File: src/rtl/axil_bus_decoder_if.sv
// AXI4-Lite decoder bundle: one upstream slave channel set plus the flattened
// downstream vectors (slice i of every m_axi_* vector belongs to port i).
interface axil_bus_decoder_if #(
  parameter int DATA_WIDTH  = 32,
  parameter int ADDR_WIDTH  = 8,
  parameter int RESP_WIDTH  = 3,
  parameter int NUM_MASTERS = 4
);
  localparam int STRB_WIDTH = DATA_WIDTH / 8;

  logic [ADDR_WIDTH-1:0]             s_axi_awaddr;
  logic                              s_axi_awvalid;
  logic                              s_axi_awready;
  logic [DATA_WIDTH-1:0]             s_axi_wdata;
  logic [STRB_WIDTH-1:0]             s_axi_wstrb;
  logic                              s_axi_wvalid;
  logic                              s_axi_wready;
  logic [RESP_WIDTH-1:0]             s_axi_bresp;
  logic                              s_axi_bvalid;
  logic                              s_axi_bready;
  logic [ADDR_WIDTH-1:0]             s_axi_araddr;
  logic                              s_axi_arvalid;
  logic                              s_axi_arready;
  logic [DATA_WIDTH-1:0]             s_axi_rdata;
  logic [RESP_WIDTH-1:0]             s_axi_rresp;
  logic                              s_axi_rvalid;
  logic                              s_axi_rready;

  logic [NUM_MASTERS*ADDR_WIDTH-1:0] m_axi_awaddr;
  logic [NUM_MASTERS-1:0]            m_axi_awvalid;
  logic [NUM_MASTERS-1:0]            m_axi_awready;
  logic [NUM_MASTERS*DATA_WIDTH-1:0] m_axi_wdata;
  logic [NUM_MASTERS*STRB_WIDTH-1:0] m_axi_wstrb;
  logic [NUM_MASTERS-1:0]            m_axi_wvalid;
  logic [NUM_MASTERS-1:0]            m_axi_wready;
  logic [NUM_MASTERS*RESP_WIDTH-1:0] m_axi_bresp;
  logic [NUM_MASTERS-1:0]            m_axi_bvalid;
  logic [NUM_MASTERS-1:0]            m_axi_bready;
  logic [NUM_MASTERS*ADDR_WIDTH-1:0] m_axi_araddr;
  logic [NUM_MASTERS-1:0]            m_axi_arvalid;
  logic [NUM_MASTERS-1:0]            m_axi_arready;
  logic [NUM_MASTERS*DATA_WIDTH-1:0] m_axi_rdata;
  logic [NUM_MASTERS*RESP_WIDTH-1:0] m_axi_rresp;
  logic [NUM_MASTERS-1:0]            m_axi_rvalid;
  logic [NUM_MASTERS-1:0]            m_axi_rready;

  // Decoder side
  modport slave (
    input  s_axi_awaddr, s_axi_awvalid, s_axi_wdata, s_axi_wstrb, s_axi_wvalid,
           s_axi_bready, s_axi_araddr, s_axi_arvalid, s_axi_rready,
           m_axi_awready, m_axi_wready, m_axi_bresp, m_axi_bvalid,
           m_axi_arready, m_axi_rdata, m_axi_rresp, m_axi_rvalid,
    output s_axi_awready, s_axi_wready, s_axi_bresp, s_axi_bvalid,
           s_axi_arready, s_axi_rdata, s_axi_rresp, s_axi_rvalid,
           m_axi_awaddr, m_axi_awvalid, m_axi_wdata, m_axi_wstrb, m_axi_wvalid,
           m_axi_bready, m_axi_araddr, m_axi_arvalid, m_axi_rready
  );

  // Environment side: upstream master plus downstream slaves
  modport master (
    output s_axi_awaddr, s_axi_awvalid, s_axi_wdata, s_axi_wstrb, s_axi_wvalid,
           s_axi_bready, s_axi_araddr, s_axi_arvalid, s_axi_rready,
           m_axi_awready, m_axi_wready, m_axi_bresp, m_axi_bvalid,
           m_axi_arready, m_axi_rdata, m_axi_rresp, m_axi_rvalid,
    input  s_axi_awready, s_axi_wready, s_axi_bresp, s_axi_bvalid,
           s_axi_arready, s_axi_rdata, s_axi_rresp, s_axi_rvalid,
           m_axi_awaddr, m_axi_awvalid, m_axi_wdata, m_axi_wstrb, m_axi_wvalid,
           m_axi_bready, m_axi_araddr, m_axi_arvalid, m_axi_rready
  );
endinterface

File: src/rtl/axil_bus_decoder.sv
// AXI4-Lite 1-to-N address decoder: routes by addr >> REGION_SHIFT, answers
// DECERR for unmapped regions and SLVERR when a downstream port stalls too long.
module axil_bus_decoder #(
  parameter int DATA_WIDTH     = 32,
  parameter int ADDR_WIDTH     = 8,
  parameter int RESP_WIDTH     = 3,
  parameter int NUM_MASTERS    = 4,
  parameter int REGION_SHIFT   = 4,
  parameter int TIMEOUT_CYCLES = 64
) (
  input logic               axi_aclk,
  input logic               axi_areset,
  axil_bus_decoder_if.slave bus
);
  localparam int STRB_WIDTH = DATA_WIDTH / 8;
  localparam int IDX_W      = (NUM_MASTERS > 1) ? $clog2(NUM_MASTERS) : 1;
  localparam int CNT_W      = $clog2(TIMEOUT_CYCLES + 1);
  localparam logic [RESP_WIDTH-1:0] RESP_SLVERR = RESP_WIDTH'(2);
  localparam logic [RESP_WIDTH-1:0] RESP_DECERR = RESP_WIDTH'(3);
  localparam logic [CNT_W-1:0]      CNT_LAST    = CNT_W'(TIMEOUT_CYCLES - 1);

  typedef enum logic [1:0] {W_IDLE, W_FWD, W_WAITB, W_RESP} w_state_t;
  typedef enum logic [1:0] {R_IDLE, R_FWD, R_WAITR, R_RESP} r_state_t;

  logic [ADDR_WIDTH-1:0] aw_region, ar_region;
  logic                  aw_mapped, ar_mapped;

  assign aw_region = bus.s_axi_awaddr >> REGION_SHIFT;
  assign ar_region = bus.s_axi_araddr >> REGION_SHIFT;
  assign aw_mapped = aw_region < ADDR_WIDTH'(NUM_MASTERS);
  assign ar_mapped = ar_region < ADDR_WIDTH'(NUM_MASTERS);

  // ---------------- write path ----------------
  w_state_t               w_state, w_state_next;
  logic [IDX_W-1:0]       w_idx;
  logic [ADDR_WIDTH-1:0]  w_awaddr;
  logic [DATA_WIDTH-1:0]  w_wdata;
  logic [STRB_WIDTH-1:0]  w_wstrb;
  logic [RESP_WIDTH-1:0]  w_bresp;
  logic [CNT_W-1:0]       w_cnt;
  logic                   aw_pend, w_pend;
  logic                   w_accept, aw_hs, w_hs, w_got_b, w_timeout;
  logic [NUM_MASTERS-1:0] w_sel;

  always_comb begin
    w_state_next = w_state;
    w_accept     = 1'b0;
    aw_hs        = 1'b0;
    w_hs         = 1'b0;
    w_got_b      = 1'b0;
    w_timeout    = 1'b0;
    case (w_state)
      W_IDLE: begin
        w_accept = bus.s_axi_awvalid & bus.s_axi_wvalid & ~axi_areset;
        if (w_accept) w_state_next = aw_mapped ? W_FWD : W_RESP;
      end
      W_FWD: begin
        aw_hs = aw_pend & bus.m_axi_awready[w_idx];
        w_hs  = w_pend & bus.m_axi_wready[w_idx];
        if ((~aw_pend | aw_hs) & (~w_pend | w_hs)) begin
          w_state_next = W_WAITB;
        end else if (w_cnt == CNT_LAST) begin
          w_timeout    = 1'b1;
          w_state_next = W_RESP;
        end
      end
      W_WAITB: begin
        w_got_b = bus.m_axi_bvalid[w_idx];
        if (w_got_b) begin
          w_state_next = W_RESP;
        end else if (w_cnt == CNT_LAST) begin
          w_timeout    = 1'b1;
          w_state_next = W_RESP;
        end
      end
      W_RESP:  if (bus.s_axi_bready) w_state_next = W_IDLE;
      default: w_state_next = W_IDLE;
    endcase
  end

  always_ff @(posedge axi_aclk or posedge axi_areset) begin
    if (axi_areset) begin
      w_state  <= W_IDLE;
      w_idx    <= '0;
      w_awaddr <= '0;
      w_wdata  <= '0;
      w_wstrb  <= '0;
      w_bresp  <= '0;
      w_cnt    <= '0;
      aw_pend  <= 1'b0;
      w_pend   <= 1'b0;
    end else begin
      w_state <= w_state_next;
      if (w_accept) begin
        w_idx    <= aw_region[IDX_W-1:0];
        w_awaddr <= bus.s_axi_awaddr;
        w_wdata  <= bus.s_axi_wdata;
        w_wstrb  <= bus.s_axi_wstrb;
        w_bresp  <= aw_mapped ? '0 : RESP_DECERR;
        w_cnt    <= '0;
        aw_pend  <= aw_mapped;
        w_pend   <= aw_mapped;
      end
      if (w_state == W_FWD || w_state == W_WAITB) w_cnt <= w_cnt + CNT_W'(1);
      if (aw_hs) aw_pend <= 1'b0;
      if (w_hs)  w_pend  <= 1'b0;
      if (w_got_b) w_bresp <= bus.m_axi_bresp[w_idx*RESP_WIDTH +: RESP_WIDTH];
      if (w_timeout) begin
        w_bresp <= RESP_SLVERR;
        aw_pend <= 1'b0;
        w_pend  <= 1'b0;
      end
    end
  end

  // Address/data are broadcast; only the selected slice ever sees a valid.
  assign w_sel             = NUM_MASTERS'(1) << w_idx;
  assign bus.s_axi_awready = w_accept;
  assign bus.s_axi_wready  = w_accept;
  assign bus.s_axi_bvalid  = (w_state == W_RESP);
  assign bus.s_axi_bresp   = w_bresp;
  assign bus.m_axi_awvalid = (w_state == W_FWD && aw_pend) ? w_sel : '0;
  assign bus.m_axi_wvalid  = (w_state == W_FWD && w_pend) ? w_sel : '0;
  assign bus.m_axi_bready  = (w_state == W_WAITB) ? w_sel : '0;
  assign bus.m_axi_awaddr  = {NUM_MASTERS{w_awaddr}};
  assign bus.m_axi_wdata   = {NUM_MASTERS{w_wdata}};
  assign bus.m_axi_wstrb   = {NUM_MASTERS{w_wstrb}};

  // ---------------- read path ----------------
  r_state_t               r_state, r_state_next;
  logic [IDX_W-1:0]       r_idx;
  logic [ADDR_WIDTH-1:0]  r_araddr;
  logic [DATA_WIDTH-1:0]  r_rdata;
  logic [RESP_WIDTH-1:0]  r_rresp;
  logic [CNT_W-1:0]       r_cnt;
  logic                   r_accept, r_got_r, r_timeout;
  logic [NUM_MASTERS-1:0] r_sel;

  always_comb begin
    r_state_next = r_state;
    r_accept     = 1'b0;
    r_got_r      = 1'b0;
    r_timeout    = 1'b0;
    case (r_state)
      R_IDLE: begin
        r_accept = bus.s_axi_arvalid & ~axi_areset;
        if (r_accept) r_state_next = ar_mapped ? R_FWD : R_RESP;
      end
      R_FWD: begin
        if (bus.m_axi_arready[r_idx]) begin
          r_state_next = R_WAITR;
        end else if (r_cnt == CNT_LAST) begin
          r_timeout    = 1'b1;
          r_state_next = R_RESP;
        end
      end
      R_WAITR: begin
        r_got_r = bus.m_axi_rvalid[r_idx];
        if (r_got_r) begin
          r_state_next = R_RESP;
        end else if (r_cnt == CNT_LAST) begin
          r_timeout    = 1'b1;
          r_state_next = R_RESP;
        end
      end
      R_RESP:  if (bus.s_axi_rready) r_state_next = R_IDLE;
      default: r_state_next = R_IDLE;
    endcase
  end

  always_ff @(posedge axi_aclk or posedge axi_areset) begin
    if (axi_areset) begin
      r_state  <= R_IDLE;
      r_idx    <= '0;
      r_araddr <= '0;
      r_rdata  <= '0;
      r_rresp  <= '0;
      r_cnt    <= '0;
    end else begin
      r_state <= r_state_next;
      if (r_accept) begin
        r_idx    <= ar_region[IDX_W-1:0];
        r_araddr <= bus.s_axi_araddr;
        r_rdata  <= '0;
        r_rresp  <= ar_mapped ? '0 : RESP_DECERR;
        r_cnt    <= '0;
      end
      if (r_state == R_FWD || r_state == R_WAITR) r_cnt <= r_cnt + CNT_W'(1);
      if (r_got_r) begin
        r_rdata <= bus.m_axi_rdata[r_idx*DATA_WIDTH +: DATA_WIDTH];
        r_rresp <= bus.m_axi_rresp[r_idx*RESP_WIDTH +: RESP_WIDTH];
      end
      if (r_timeout) begin
        r_rdata <= '0;
        r_rresp <= RESP_SLVERR;
      end
    end
  end

  assign r_sel             = NUM_MASTERS'(1) << r_idx;
  assign bus.s_axi_arready = r_accept;
  assign bus.s_axi_rvalid  = (r_state == R_RESP);
  assign bus.s_axi_rdata   = r_rdata;
  assign bus.s_axi_rresp   = r_rresp;
  assign bus.m_axi_arvalid = (r_state == R_FWD) ? r_sel : '0;
  assign bus.m_axi_rready  = (r_state == R_WAITR) ? r_sel : '0;
  assign bus.m_axi_araddr  = {NUM_MASTERS{r_araddr}};
endmodule

File: src/flat_wrapper.sv
// flat-port wrapper written by rule: the top's interface ports become plain ports
module axil_bus_decoder_flat 
#(
  parameter int DATA_WIDTH     = 32,
  parameter int ADDR_WIDTH     = 8,
  parameter int RESP_WIDTH     = 3,
  parameter int NUM_MASTERS    = 4,
  parameter int REGION_SHIFT   = 4,
  parameter int TIMEOUT_CYCLES = 64
)
  (axi_aclk, axi_areset, bus_s_axi_awaddr, bus_s_axi_awvalid, bus_s_axi_wdata, bus_s_axi_wstrb, bus_s_axi_wvalid, bus_s_axi_bready, bus_s_axi_araddr, bus_s_axi_arvalid, bus_s_axi_rready, bus_m_axi_awready, bus_m_axi_wready, bus_m_axi_bresp, bus_m_axi_bvalid, bus_m_axi_arready, bus_m_axi_rdata, bus_m_axi_rresp, bus_m_axi_rvalid, bus_s_axi_awready, bus_s_axi_wready, bus_s_axi_bresp, bus_s_axi_bvalid, bus_s_axi_arready, bus_s_axi_rdata, bus_s_axi_rresp, bus_s_axi_rvalid, bus_m_axi_awaddr, bus_m_axi_awvalid, bus_m_axi_wdata, bus_m_axi_wstrb, bus_m_axi_wvalid, bus_m_axi_bready, bus_m_axi_araddr, bus_m_axi_arvalid, bus_m_axi_rready);
  axil_bus_decoder_if #(.DATA_WIDTH(DATA_WIDTH), .ADDR_WIDTH(ADDR_WIDTH), .RESP_WIDTH(RESP_WIDTH), .NUM_MASTERS(NUM_MASTERS)) bus_i ();
  input logic axi_aclk;
  input logic axi_areset;
  input wire logic [$bits(bus_i.s_axi_awaddr)-1:0] bus_s_axi_awaddr;
  input wire logic [$bits(bus_i.s_axi_awvalid)-1:0] bus_s_axi_awvalid;
  input wire logic [$bits(bus_i.s_axi_wdata)-1:0] bus_s_axi_wdata;
  input wire logic [$bits(bus_i.s_axi_wstrb)-1:0] bus_s_axi_wstrb;
  input wire logic [$bits(bus_i.s_axi_wvalid)-1:0] bus_s_axi_wvalid;
  input wire logic [$bits(bus_i.s_axi_bready)-1:0] bus_s_axi_bready;
  input wire logic [$bits(bus_i.s_axi_araddr)-1:0] bus_s_axi_araddr;
  input wire logic [$bits(bus_i.s_axi_arvalid)-1:0] bus_s_axi_arvalid;
  input wire logic [$bits(bus_i.s_axi_rready)-1:0] bus_s_axi_rready;
  input wire logic [$bits(bus_i.m_axi_awready)-1:0] bus_m_axi_awready;
  input wire logic [$bits(bus_i.m_axi_wready)-1:0] bus_m_axi_wready;
  input wire logic [$bits(bus_i.m_axi_bresp)-1:0] bus_m_axi_bresp;
  input wire logic [$bits(bus_i.m_axi_bvalid)-1:0] bus_m_axi_bvalid;
  input wire logic [$bits(bus_i.m_axi_arready)-1:0] bus_m_axi_arready;
  input wire logic [$bits(bus_i.m_axi_rdata)-1:0] bus_m_axi_rdata;
  input wire logic [$bits(bus_i.m_axi_rresp)-1:0] bus_m_axi_rresp;
  input wire logic [$bits(bus_i.m_axi_rvalid)-1:0] bus_m_axi_rvalid;
  output wire logic [$bits(bus_i.s_axi_awready)-1:0] bus_s_axi_awready;
  output wire logic [$bits(bus_i.s_axi_wready)-1:0] bus_s_axi_wready;
  output wire logic [$bits(bus_i.s_axi_bresp)-1:0] bus_s_axi_bresp;
  output wire logic [$bits(bus_i.s_axi_bvalid)-1:0] bus_s_axi_bvalid;
  output wire logic [$bits(bus_i.s_axi_arready)-1:0] bus_s_axi_arready;
  output wire logic [$bits(bus_i.s_axi_rdata)-1:0] bus_s_axi_rdata;
  output wire logic [$bits(bus_i.s_axi_rresp)-1:0] bus_s_axi_rresp;
  output wire logic [$bits(bus_i.s_axi_rvalid)-1:0] bus_s_axi_rvalid;
  output wire logic [$bits(bus_i.m_axi_awaddr)-1:0] bus_m_axi_awaddr;
  output wire logic [$bits(bus_i.m_axi_awvalid)-1:0] bus_m_axi_awvalid;
  output wire logic [$bits(bus_i.m_axi_wdata)-1:0] bus_m_axi_wdata;
  output wire logic [$bits(bus_i.m_axi_wstrb)-1:0] bus_m_axi_wstrb;
  output wire logic [$bits(bus_i.m_axi_wvalid)-1:0] bus_m_axi_wvalid;
  output wire logic [$bits(bus_i.m_axi_bready)-1:0] bus_m_axi_bready;
  output wire logic [$bits(bus_i.m_axi_araddr)-1:0] bus_m_axi_araddr;
  output wire logic [$bits(bus_i.m_axi_arvalid)-1:0] bus_m_axi_arvalid;
  output wire logic [$bits(bus_i.m_axi_rready)-1:0] bus_m_axi_rready;
  assign bus_i.s_axi_awaddr = bus_s_axi_awaddr;
  assign bus_i.s_axi_awvalid = bus_s_axi_awvalid;
  assign bus_i.s_axi_wdata = bus_s_axi_wdata;
  assign bus_i.s_axi_wstrb = bus_s_axi_wstrb;
  assign bus_i.s_axi_wvalid = bus_s_axi_wvalid;
  assign bus_i.s_axi_bready = bus_s_axi_bready;
  assign bus_i.s_axi_araddr = bus_s_axi_araddr;
  assign bus_i.s_axi_arvalid = bus_s_axi_arvalid;
  assign bus_i.s_axi_rready = bus_s_axi_rready;
  assign bus_i.m_axi_awready = bus_m_axi_awready;
  assign bus_i.m_axi_wready = bus_m_axi_wready;
  assign bus_i.m_axi_bresp = bus_m_axi_bresp;
  assign bus_i.m_axi_bvalid = bus_m_axi_bvalid;
  assign bus_i.m_axi_arready = bus_m_axi_arready;
  assign bus_i.m_axi_rdata = bus_m_axi_rdata;
  assign bus_i.m_axi_rresp = bus_m_axi_rresp;
  assign bus_i.m_axi_rvalid = bus_m_axi_rvalid;
  assign bus_s_axi_awready = bus_i.s_axi_awready;
  assign bus_s_axi_wready = bus_i.s_axi_wready;
  assign bus_s_axi_bresp = bus_i.s_axi_bresp;
  assign bus_s_axi_bvalid = bus_i.s_axi_bvalid;
  assign bus_s_axi_arready = bus_i.s_axi_arready;
  assign bus_s_axi_rdata = bus_i.s_axi_rdata;
  assign bus_s_axi_rresp = bus_i.s_axi_rresp;
  assign bus_s_axi_rvalid = bus_i.s_axi_rvalid;
  assign bus_m_axi_awaddr = bus_i.m_axi_awaddr;
  assign bus_m_axi_awvalid = bus_i.m_axi_awvalid;
  assign bus_m_axi_wdata = bus_i.m_axi_wdata;
  assign bus_m_axi_wstrb = bus_i.m_axi_wstrb;
  assign bus_m_axi_wvalid = bus_i.m_axi_wvalid;
  assign bus_m_axi_bready = bus_i.m_axi_bready;
  assign bus_m_axi_araddr = bus_i.m_axi_araddr;
  assign bus_m_axi_arvalid = bus_i.m_axi_arvalid;
  assign bus_m_axi_rready = bus_i.m_axi_rready;
  axil_bus_decoder #(.DATA_WIDTH(DATA_WIDTH), .ADDR_WIDTH(ADDR_WIDTH), .RESP_WIDTH(RESP_WIDTH), .NUM_MASTERS(NUM_MASTERS), .REGION_SHIFT(REGION_SHIFT), .TIMEOUT_CYCLES(TIMEOUT_CYCLES)) u_core (.axi_aclk(axi_aclk), .axi_areset(axi_areset), .bus(bus_i));
endmodule
File: config.mk
export PLATFORM = sky130hd
export DESIGN_NAME = axil_bus_decoder_flat
export DESIGN_NICKNAME = d
export VERILOG_FILES = /design/src/rtl/axil_bus_decoder_if.sv /design/src/rtl/axil_bus_decoder.sv /design/src/flat_wrapper.sv
export SDC_FILE = /design/constraint.sdc
export NUM_CORES = 1
export LEC_CHECK = 0
export BUFFER_PORTS_ARGS = -buffer_cell sky130_fd_sc_hd__buf_4
export CORE_AREA = 2 2 197 199
export CTS_CLUSTER_DIAMETER = 50
export CTS_CLUSTER_SIZE = 25
export DETAILED_ROUTE_END_ITERATION = 16
export DIE_AREA = 0 0 199 201
export GPL_TIMING_DRIVEN = 0
export SLEW_MARGIN = 10
export SYNTH_ARGS = -nofsm -noshare
export SYNTH_HDL_FRONTEND = slang
export SYNTH_SLANG_ARGS = --single-unit
File: constraint.sdc
create_clock -name axi_aclk -period 10 [get_ports axi_aclk]
set_input_delay 2.5 -clock axi_aclk [delete_from_list [all_inputs] [get_ports axi_aclk]]
set_output_delay 2.5 -clock axi_aclk [all_outputs]
set_load 0.05 [all_outputs]
Yosys cells after proc, flatten, opt, wreduce, memory -nomap -nowiden
Cells that the tools add are included.
{ "word_totals": {"reg_bits": 114, "elab_cells": 128} }
{ "classes": {"addsub": 2, "mul": 2, "n_lt_le_gt_ge": 4, "n_eq_ne": 12, "shifts": 5, "muxes": 63, "n_bitwise": 11, "reduce_logical": 14} }
{ "ops": {"columns": ["op", "count"], "rows": [
  ["$shiftx 128x8->32", 1],
  ["$mux 32", 3],
  ["$mux 2", 14],
  ["$mux 7", 4],
  ["$shiftx 12x5->3", 2],
  ["$mux 1", 22],
  ["$mux 4", 5],
  ["$mux 3", 6],
  ["$pmux 2 s4", 2],
  ["$add 7x1->7 const B", 2],
  ["$eq 7x6->1 const B", 2],
  ["$reduce_bool 3->1", 4],
  ["$bmux 1 s2", 5],
  ["$eq 2x2->1 const B", 4],
  ["$lt 4x3->1 const B", 2],
  ["$mul 2x2->4 const B", 2],
  ["$shl 1x2->4 const A", 2],
  ["$and 1x1->1", 6],
  ["$lt 2x3->1 const B", 2],
  ["$eq 2x1->1 const B", 2],
  ["$logic_not 2->1", 2],
  ["$ne 2x1->1 const B", 2],
  ["$ne 2x2->1 const B", 2],
  ["$pmux 1 s2", 2],
  ["other kinds (6)", 13]
]} }

Logic depth before layout (Yosys ltp)
{ "depth": {"depth_word": 8, "mapped_depth": 8, "mapped_depth_nobuf": 7} }

Least setup slack after synthesis
Ideal clock, no wire load.
{ "synth_timing": {"path_type": "input -> output", "from": "input axi_areset", "to": "output bus_s_axi_arready", "arrival_ns": 6.445, "required_ns": 7.500, "slack_ns": 1.055, "stages": 4, "cell_sequence": "inv_1 -> nand3_1 -> inv_1 -> clkbuf_1"} }
{ "synth_via": {"elab_chain_len": 3} }
{ "synth_lines": {"columns": ["element", "line_no", "rtl"], "rows": [
  ["start: declaration", "flat_wrapper.sv:14", "input logic axi_areset;"],
  ["$not 1->1", "axil_bus_decoder.sv:146", "r_accept = bus.s_axi_arvalid & ~axi_areset;"],
  ["$and 1x1->1", "axil_bus_decoder.sv:146", null],
  ["$mux 1", "axil_bus_decoder.sv:144", "case (r_state)"],
  ["end: declaration", "flat_wrapper.sv:36", "output wire logic [$bits(bus_i.s_axi_arready)-1:0] bus_s_axi_arready;"]
]} }
No other way between the ends.

Final worst setup path
Ends and elaborated chain as after synthesis.

==> impl_metrics.ini <==
[run_status]
status = completed

[worst_setup_path]
crit_chain = buf_4 -> inv_6 -> nand3_1 -> inv_1 -> clkbuf_1 -> buf_4
cp_slowest_cell = nand3_1
critPathMaxFanout = 57
cpPeakStageDelay_ns = 0.52
startpoint_type = input port
path_common_cell = buf_4
required_ns = 7.50
path_class = in2out
worstPathArrival_ns = 4.60
end_kind = primary output

[grt]
grt_pass1_vias = 7361
grt_pass1_wl_um = 41000
grt_max_degree = 58
antenna_found_initial = 1
track_usage_pct = 13.3
overflow = 0

[cts]
post_cts_resized = 0
cts_tree = built
clockBufferDepth = 2
cts_root_buffer = clkbuf_16
clk_pin_slew_worst_paths_ns = 0.08
cts_hold_buf = 0
numCtsBuffers = 9
postCtsSetupBuffers = 0
worstSkewPairLatency_ns = 0.36
htreeDepth = 3
clock_sinks = 110

[cells_and_area]
finalInstanceArea_mm2 = 0.0121
drive_gt1_share_pct = 56.9
syn2layout_area_growth_pct = 64.0
nNetsFinal = 1545

[timing]
final.period_utilization_pct = 71.0
fmax_ghz = 0.141
finalHoldViolCount = 0
worst_slew_pin_slew_ns = 0.807
fin_tns_setup_ns = 0
skew_ns = 0.00823
relSlewSlack_pct = 45.7
fin_ws_ns = 2.90
period_needed_ns = 7.10
finalMaxSlewViolations = 0
setup_viol = 0
grt_setup_unrepaired = no

[synth]
synth-xor-area-share_pct = 0.238
synth-seq-cells = 110
ys.flop_type = dfrtp_1
synth-edff-count = 0
synth-compound-area-share_pct = 7.97
synthTopCellsByArea = dfrtp_1, buf_4, mux4_2
synth_fp_nets = 1032
yosysMostFrequentCell = nand2_1
synth_cells = 790
synthAdderAreaFrac_pct = 1.87
synth_area_mm2 = 0.00736
synth_largest_area_cell = dfrtp_1
synthSimpleGateAreaFrac_pct = 17.1
yosysWarnings = 0
synth_common_cells = nand2_1, buf_4, dfrtp_1
synth.distinct_cells = 59
synth_area_per_cell_um2 = 9.32
muxShareOfSynthArea_pct = 14.4
ys_async_sr_fraction_pct = 100
yosysSeqAreaShare_pct = 37.4
synth.top_cell.area_share_pct = 37.4
synth_top_family_by_area = buffers and inverters

[route]
detail-route-antenna-nets = 0
vias = 7367
drt_iter0_markers = 336
routedWlPerCell_um = 15.0
vias_per_cell = 4.03
dr.pass1.iters = 4
wirelength_um = 27400
drc_errors = 0

[placement]
place_congestion = 0.789
port_buffers = 501
dp_hpwl_um = 23300
dp_slack_ns = 2.75
placed_area_mm2 = 0.0118

[run]
maxCapViolCount = 0

[die]
dieArea_mm2 = 0.0400
rows = 72
fp.dieW_um = 199
initial_core_util_pct = 19.3
core_mm2 = 0.0381
fp.dieH_um = 201
num_io_pins = 502

[min_path]
hold_path_class = reg2reg
==> per-stage QoR <==
step | hold WS (ns) | cells | util (%)
4_1_cts | 0.501 | 1826 | 31.7
5_1_grt | 0.522 | 1827 | 31.7
6_report | 0.497 | 1827 | 31.7
3_5_place_dp | 0.485 | 1810 | 31.0
3_3_place_gp | 0.482 | 1809 | 30.9
2_1_floorplan | 0.451 | 790 | -
==> logic make-up after synthesis <==
group,after synthesis
and+or+nand+nor,285
AOI/OAI and AO/OA,85
muxes,55
xor gates and xnor gates,2
buffers and inverters,242
adders and majority gates,11
DFF,110
==> final timing paths <==
| kind | from | end | slack [ns] | cells after the start |
|---|---|---|---|---|
| worst max-delay path | axi_areset | bus_s_axi_arready | 2.90 | 6 |
| min in group asynchronous | axi_areset | u_core.r_state[0] | 2.21 | 2 |
| max in group asynchronous | axi_areset | u_core.w_wstrb[0] | 7.09 | 3 |
| worst min-delay path | u_core.r_cnt[5] | u_core.r_cnt[5] | 0.50 | 1 |
| worst max register to register | u_core.w_state[1] | u_core.w_wdata[8] | 7.51 | 8 |
| worst min register to register | u_core.r_cnt[5] | u_core.r_cnt[5] | 0.50 | 1 |
==> placed cells by master, fill, tap and decap left out, types with 3 or more instances in the layout <==
| cell | count |
|---|---|
| nor3_1 | 9 |
| o21ai_0 | 11 |
| o31ai_1 | 3 |
| dfrtp_1 | 110 |
| o22ai_1 | 34 |
| clkbuf_16 | 9 |
| nor2b_1 | 5 |
| inv_1 | 41 |
| and2_1 | 6 |
| and3_1 | 4 |
| mux4_2 | 38 |
| nand2_1 | 179 |
| nand3_1 | 40 |
| buf_4 | 665 |
| o211ai_1 | 3 |
| mux2i_1 | 13 |
| buf_2 | 13 |
| ha_1 | 11 |
| clkbuf_1 | 17 |
| or2_2 | 3 |
| a21oi_1 | 10 |
| a211oi_1 | 4 |
| nand4_1 | 4 |
| nor2_1 | 17 |
| buf_1 | 6 |
==> metal layers <==
| metal | share of wire, % | global-route usage [%] | up-vias |
|---|---|---|---|
| met5 | 0 | 0 | - |
| met4 | 2.6 | 4.80 | 0 |
| met3 | 7.6 | 2.94 | 24 |
| met2 | 54 | 25.5 | 350 |
| met1 | 36 | 14.1 | 3437 |
| li1 | - | - | 3556 |
==> layout make-up <==
class                      count  area, um2
antenna                        1       2.50
buffer                       199       1390
clock buffer                  11        233
clock inverter                 5       35.0
fill                        4011      26000
inverter                      43        166
multi-input combinational    438       3060
sequential                   110       2750
tap                          518        648
timing repair buffer         502       3790
==> flip-flops by register name (all words and copies together), names as in the netlist <==
signal,count
u_core.bus.s_axi_rdata,32
u_core.w_wdata,32
u_core.w_awaddr,8
u_core.r_araddr,7
u_core.r_cnt,7
u_core.w_cnt,7
u_core.w_wstrb,4
u_core.bus.s_axi_bresp,3
u_core.bus.s_axi_rresp,3
u_core.r_state,2
u_core.w_state,2
u_core.aw_pend,1
u_core.r_idx,1
u_core.w_pend,1
==> critical path: cells and delay by family <==
| kind | cells | cell delay, ns |
|---|---|---|
| simple gates | 1 | 0.52 |
| buf+inv | 5 | 1.58 |
Power is not shown: default switching activity piles up to over one toggle a cycle in this logic, so the estimate is an artifact.
